==> src/rtl/vector_instr_queue_if.sv <==
// Handshake bundle between the scalar issue port, the vector instruction queue and dispatch.
// master: the side that drives push_valid/push_data/ready/flush. slave: the queue itself.
// Signals: push_valid/push_data/push_ready (scalar side), instruction/valid_fifo/ready (dispatch side),
//          flush (discard all), count/almost_full (occupancy status).
interface vector_instr_queue_if #(
    parameter int DATA_FROM_SCALAR = 96,
    parameter int DEPTH            = 8
);
    localparam int CW = $clog2(DEPTH + 1);

    logic                        push_valid;
    logic [DATA_FROM_SCALAR-1:0] push_data;
    logic                        push_ready;
    logic [DATA_FROM_SCALAR-1:0] instruction;
    logic                        valid_fifo;
    logic                        ready;
    logic                        flush;
    logic [CW-1:0]               count;
    logic                        almost_full;

    modport master (
        output push_valid, push_data, ready, flush,
        input  push_ready, instruction, valid_fifo, count, almost_full
    );

    modport slave (
        input  push_valid, push_data, ready, flush,
        output push_ready, instruction, valid_fifo, count, almost_full
    );
endinterface

==> src/rtl/vector_instr_queue.sv <==
// Purpose: in-order FWFT queue of vector instruction packets between scalar issue and vector dispatch.
// Latency: 1 cycle push-to-head (no bypass when empty); pop exposes the next entry after the same edge.
// Backpressure: push_ready = !full only (never depends on ready); flush drops everything, beating push/pop.
// Ports: clk, rst (async active-low); q_if.slave carries push_valid/push_data/push_ready,
//        instruction/valid_fifo/ready, flush, count and almost_full.
module vector_instr_queue #(
    parameter int DATA_FROM_SCALAR  = 96,
    parameter int DEPTH             = 8,
    parameter int ALMOST_FULL_LEVEL = 6
) (
    input  logic                  clk,
    input  logic                  rst,
    vector_instr_queue_if.slave   q_if
);
    localparam int PW = $clog2(DEPTH);
    localparam int CW = $clog2(DEPTH + 1);

    logic [DATA_FROM_SCALAR-1:0] mem [DEPTH];
    logic [PW-1:0]               wr_ptr;
    logic [PW-1:0]               rd_ptr;
    logic [CW-1:0]               count_q;

    logic full;
    logic empty;
    logic push_evt;
    logic pop_evt;

    // Occupancy counter is the only full/empty source; pointers wrap freely mod DEPTH.
    assign full     = (count_q == CW'(DEPTH));
    assign empty    = (count_q == '0);
    // A push offered while full is dropped even if a pop frees a slot this cycle,
    // which keeps push_ready free of any path from ready.
    assign push_evt = q_if.push_valid & ~full;
    assign pop_evt  = q_if.ready & ~empty;

    always_ff @(posedge clk or negedge rst) begin
        if (!rst) begin
            wr_ptr  <= '0;
            rd_ptr  <= '0;
            count_q <= '0;
        end else if (q_if.flush) begin
            wr_ptr  <= '0;
            rd_ptr  <= '0;
            count_q <= '0;
        end else begin
            if (push_evt) wr_ptr <= wr_ptr + PW'(1);
            if (pop_evt)  rd_ptr <= rd_ptr + PW'(1);
            case ({push_evt, pop_evt})
                2'b10:   count_q <= count_q + CW'(1);
                2'b01:   count_q <= count_q - CW'(1);
                default: count_q <= count_q;
            endcase
        end
    end

    // Payload storage carries no reset; stale entries are never visible because
    // the head is zero-gated whenever the queue is empty.
    always_ff @(posedge clk) begin
        if (push_evt && !q_if.flush) begin
            mem[wr_ptr] <= q_if.push_data;
        end
    end

    assign q_if.push_ready  = ~full;
    assign q_if.valid_fifo  = ~empty;
    assign q_if.instruction = empty ? '0 : mem[rd_ptr];
    assign q_if.count       = count_q;
    assign q_if.almost_full = (count_q >= CW'(ALMOST_FULL_LEVEL));
endmodule

==> src/flat_wrapper.sv <==
// flat-port wrapper written by rule: the top's interface ports become plain ports
module vector_instr_queue_flat 
#(
    parameter int DATA_FROM_SCALAR  = 96,
    parameter int DEPTH             = 8,
    parameter int ALMOST_FULL_LEVEL = 6
)
  (clk, rst, q_if_push_valid, q_if_push_data, q_if_ready, q_if_flush, q_if_push_ready, q_if_instruction, q_if_valid_fifo, q_if_count, q_if_almost_full);
  vector_instr_queue_if #(.DATA_FROM_SCALAR(DATA_FROM_SCALAR), .DEPTH(DEPTH)) q_if_i ();
  input  logic clk;
  input  logic rst;
  input wire logic [$bits(q_if_i.push_valid)-1:0] q_if_push_valid;
  input wire logic [$bits(q_if_i.push_data)-1:0] q_if_push_data;
  input wire logic [$bits(q_if_i.ready)-1:0] q_if_ready;
  input wire logic [$bits(q_if_i.flush)-1:0] q_if_flush;
  output wire logic [$bits(q_if_i.push_ready)-1:0] q_if_push_ready;
  output wire logic [$bits(q_if_i.instruction)-1:0] q_if_instruction;
  output wire logic [$bits(q_if_i.valid_fifo)-1:0] q_if_valid_fifo;
  output wire logic [$bits(q_if_i.count)-1:0] q_if_count;
  output wire logic [$bits(q_if_i.almost_full)-1:0] q_if_almost_full;
  assign q_if_i.push_valid = q_if_push_valid;
  assign q_if_i.push_data = q_if_push_data;
  assign q_if_i.ready = q_if_ready;
  assign q_if_i.flush = q_if_flush;
  assign q_if_push_ready = q_if_i.push_ready;
  assign q_if_instruction = q_if_i.instruction;
  assign q_if_valid_fifo = q_if_i.valid_fifo;
  assign q_if_count = q_if_i.count;
  assign q_if_almost_full = q_if_i.almost_full;
  vector_instr_queue #(.DATA_FROM_SCALAR(DATA_FROM_SCALAR), .DEPTH(DEPTH), .ALMOST_FULL_LEVEL(ALMOST_FULL_LEVEL)) u_core (.clk(clk), .rst(rst), .q_if(q_if_i));
endmodule
==> config.mk <==
export PLATFORM = sky130hd
export DESIGN_NAME = vector_instr_queue_flat
export DESIGN_NICKNAME = d
export VERILOG_FILES = /design/src/rtl/vector_instr_queue_if.sv /design/src/rtl/vector_instr_queue.sv /design/src/flat_wrapper.sv
export SDC_FILE = /design/constraint.sdc
export NUM_CORES = 1
export LEC_CHECK = 0
export CORE_MARGIN = 4
export CORE_UTILIZATION = 59
export CTS_BUF_LIST = sky130_fd_sc_hd__clkbuf_16
export DETAILED_ROUTE_END_ITERATION = 10
export PLACE_DENSITY_LB_ADDON = 0.12
export SYNTH_ARGS = -nofsm -noshare
export SYNTH_HDL_FRONTEND = slang
export SYNTH_SLANG_ARGS = --single-unit
==> constraint.sdc <==
create_clock -name clk -period 9.5 [get_ports clk]
set_clock_uncertainty 0.1 [all_clocks]
set_input_delay 1.9 -clock clk [delete_from_list [all_inputs] [get_ports clk]]
set_output_delay 1.9 -clock clk [all_outputs]
set_load 0.02 [all_outputs]
==> out/qor.csv <==
stage;metric;value;unit
status;status;completed;
global_routing;largest net degree at the start of global routing;101;
route;DRC violations left;0;
clock_tree;worst-case clock buffer depth;3;
worst_setup_path;startpoint types;flop;
die;Site Rows;82;
finish;multi-input combinational cell area;6180;µm²
clock_tree;Post-CTS Setup Inserts;0;
hold_path;hold-critical path depth;2;
worst_setup_path;CP max FO;71;
die;Initial Util;59.5;%
global_routing;vias in the first global route;14200;
synthesis;Synth Flop Type;edfxtp_1;
run;# Max-Cap Violations;0;
pwr;sequential share of power;42.8;%
sta;Finish-stage setup viols;0;
pwr;Sw Ratio;28.2;%
route;DR pass1 iterations;4;
worst_setup_path;CP arrival;4060;ps
clock_tree;Reg clk slew, reported paths;60;ps
synthesis;synth warn;0;
clock_tree;# clock sinks;778;
sta;Max Slew Vio Count;0;
clock_tree;worst-skew pair later-pin latency;590;ps
die;Die Ht;233;µm
pwr;VDD IR max;0.147;mV
clock_tree;CTS tree;yes;
finish;Final Non-Filler Cells;2268;
finish;layout net count;1640;
synthesis;Synth Cell Area;29700;µm²
pwr;sw power;2.65;mW
worst_setup_path;Worst path slowest cell;dfrtp_4;
route;vias per cell;6.02;
synthesis;Synth area leader;edfxtp_1;
clock_tree;count of cells resized by post-cts repair;0;
clock_tree;H-Tree Depth;3;
die;die width;233;µm
worst_setup_path;critical-path cell list;buf_4 > mux4_2 > mux2i_1 > nor2_1 > clkdlybuf4s50_1;
die;core area;50000;µm²
synthesis;Post-synth EDFFs;768;
worst_setup_path;worst r2r path cells;11;
synthesis;Yosys cell types;37;
worst_setup_path;delay-heaviest family, CP;buffers and inverters;
route;First DRT Iteration DRCs;1125;
clock_tree;Num CTS Buffers;75;
route;antenna-violating nets left;0;
sta;RSZ-0062 raised after global routing;no;
sta;worst hold margin;467;ps
pwr;Tot Pwr;9.39;mW
synthesis;top-area cell type share of the netlist area;77.5;%
place;placed inst area;32600;µm²
synthesis;syn_area_per_cell;22.9;µm²
finish;final instance area;34900;µm²
finish;FF+latch area;23300;µm²
sta;Rel. slew slack;27.8;%
synthesis;Synth area leaders;edfxtp_1, mux4_2, mux2i_1, nor2_1, dfrtp_1;
sta;Final Hold Viols;0;
synthesis;ys async rst share;1.29;%
worst_setup_path;Worst Setup Path Type;reg -> out;
sta;setup TNS;0;ps
worst_setup_path;Worst setup EP type;primary output;
route;vias;13600;
hold_path;Hold WC Path Type;reg -> reg;
sta;fmax;165;MHz
global_routing;Tot GR Track Use;22.2;%
place;input/output buffers;203;
synthesis;Yosys reg bits;778;
sta;Slew @ Worst Pin;1080;ps
finish;share of cells above drive strength 1;21.5;%
finish;layout filler cell count;3109;
worst_setup_path;WP buf/inv;2;
finish;Area growth, synth to finish;17.3;%
pwr;clock power share;29.5;%
place;Post-Place Cells;2130;
global_routing;total global routing overflow;0;
die;full die area;54100;µm²
pwr;Leak Pwr;10.7;nW
place;Worst Setup Slack post-DPL;3990;ps
clock_tree;CTS Hold Bufs;0;
route;DR WL/cell;25.9;µm
route;Detailed Route WL;58800;µm
pwr;Pint;6.74;mW
pwr;combinational power share;27.6;%
die;# IOs;204;
sta;fin crit share;63.8;%
synthesis;Cells after Synth;1300;
worst_setup_path;Critical Path Stages;5;
place;DPL Wire Length;29900;µm
sta;setup ws final;3440;ps
global_routing;first-pass GRT wire length;88700;µm
clock_tree;root buffer cell;clkbuf_16;
worst_setup_path;Required @ worst endpoint;7500;ps
finish;final core occ;69.9;%
worst_setup_path;CP max stage delay;1100;ps
synthesis;Net Count, Synth;1405;
pwr;pwr/cell area;269;nW/µm²
synthesis;post-synthesis sequential area ratio;78.4;%
global_routing;initial antenna violation count;8;
place;GPL Wtd Cong;0.729;
sta;fin crit period;6060;ps
## per-layer routing
layer  global-route usage (%)  vias up  wire length, µm
li1                         -     5892                -
met1                     32.2     7326            25300
met2                     35.3      336            29200
met3                     4.37       81             3230
met4                     6.29       10             1070
met5                        0        -               67
## cells in the mapped netlist (all sizes together), types with 2 or more instances
| cell type | count |
|---|---|
| mux2i | 97 |
| ha | 4 |
| o21ai | 2 |
| mux4 | 192 |
| buf | 50 |
| a2bb2oi | 2 |
| nor2 | 110 |
| edfxtp | 768 |
| dfrtp | 10 |
| nor3 | 3 |
| nand2 | 6 |
| inv | 2 |
| mux2 | 2 |
| nor2b | 3 |
| xor2 | 6 |
| nand3 | 4 |
| a21oi | 4 |
| clkbuf | 20 |
| or3 | 2 |
| nand2b | 4 |
## power groups by stage
stage                     registers, mW  logic, mW  clock network, mW
after floorplan                    4.02       1.71                  0
after global placement             4.09       2.62                  0
after detailed placement           4.10       2.64                  0
after CTS                          4.03       2.65               2.84
after global routing               4.04       2.78               2.98
final                              4.02       2.59               2.77
## tightest hold or removal path, delay by kind of cell (launching register included)
family	cells	cell delay, ps
AND/OR/NAND/NOR	1	70
XOR/XNOR	1	80
flip-flops	1	370
## flip-flops by register name, summed over array words and instances, names as in the netlist
register and cells:
u_core.mem 768, u_core.q_if.count 4, u_core.rd_ptr 3, u_core.wr_ptr 3
## final timing paths
path / from / to / slack (ps)
min in group asynchronous: rst / u_core.q_if.count[3] / 1550
worst max-delay path: u_core.rd_ptr[1] / q_if_instruction[86] / 3440
worst max register to register: u_core.q_if.count[1] / u_core.q_if.count[3] / 5490
max in group asynchronous: rst / u_core.rd_ptr[0] / 7350
worst min-delay path: u_core.wr_ptr[2] / u_core.wr_ptr[2] / 470
worst min register to register: u_core.wr_ptr[2] / u_core.wr_ptr[2] / 470
## placed cells by master, fill, tap and decap left out, drive strengths merged
cell type      count
edfxtp           768
clkdlybuf4s50    203
mux4             192
nor2             110
mux2i             97
clkbuf            79
clkinv            34
buf               25
inv               17
dfrtp             10
xor2               6
nand2              6
diode              4
nand2b             4
nand3              4
ha                 4
a21oi              4
nor2b              3
bufinv             3
clkinvlp           3
nor3               3
or3                2
mux2               2
o21ai              2
a2bb2oi            2
nor4               1
or4b               1
nand4b             1
a21o               1
o22ai              1
and3b              1
o41ai              1
a31oi              1
a2111oi            1
## cells by family after synthesis
group | Yosys count | synth area share, %
mux | 291 | 17.9
compound gates | 13 | 0.366
fa+ha+maj | 4 | 0.168
xor+xnor | 6 | 0.177
simple gates | 136 | 1.95
flops | 778 | 78.4
buf+inv | 72 | 1.06
## area by class of cell
class                           count  area share [%]
Antenna cell                        4          0.0287
Multi-Input combinational cell    450            17.7
Clock buffer                       79            5.66
Inverter                            2          0.0215
Sequential cell                   778            66.8
Timing Repair Buffer              228            6.40
Clock inverter                     55           0.932
Tap cell                          672            2.41
(Power assumes the default switching activity.)
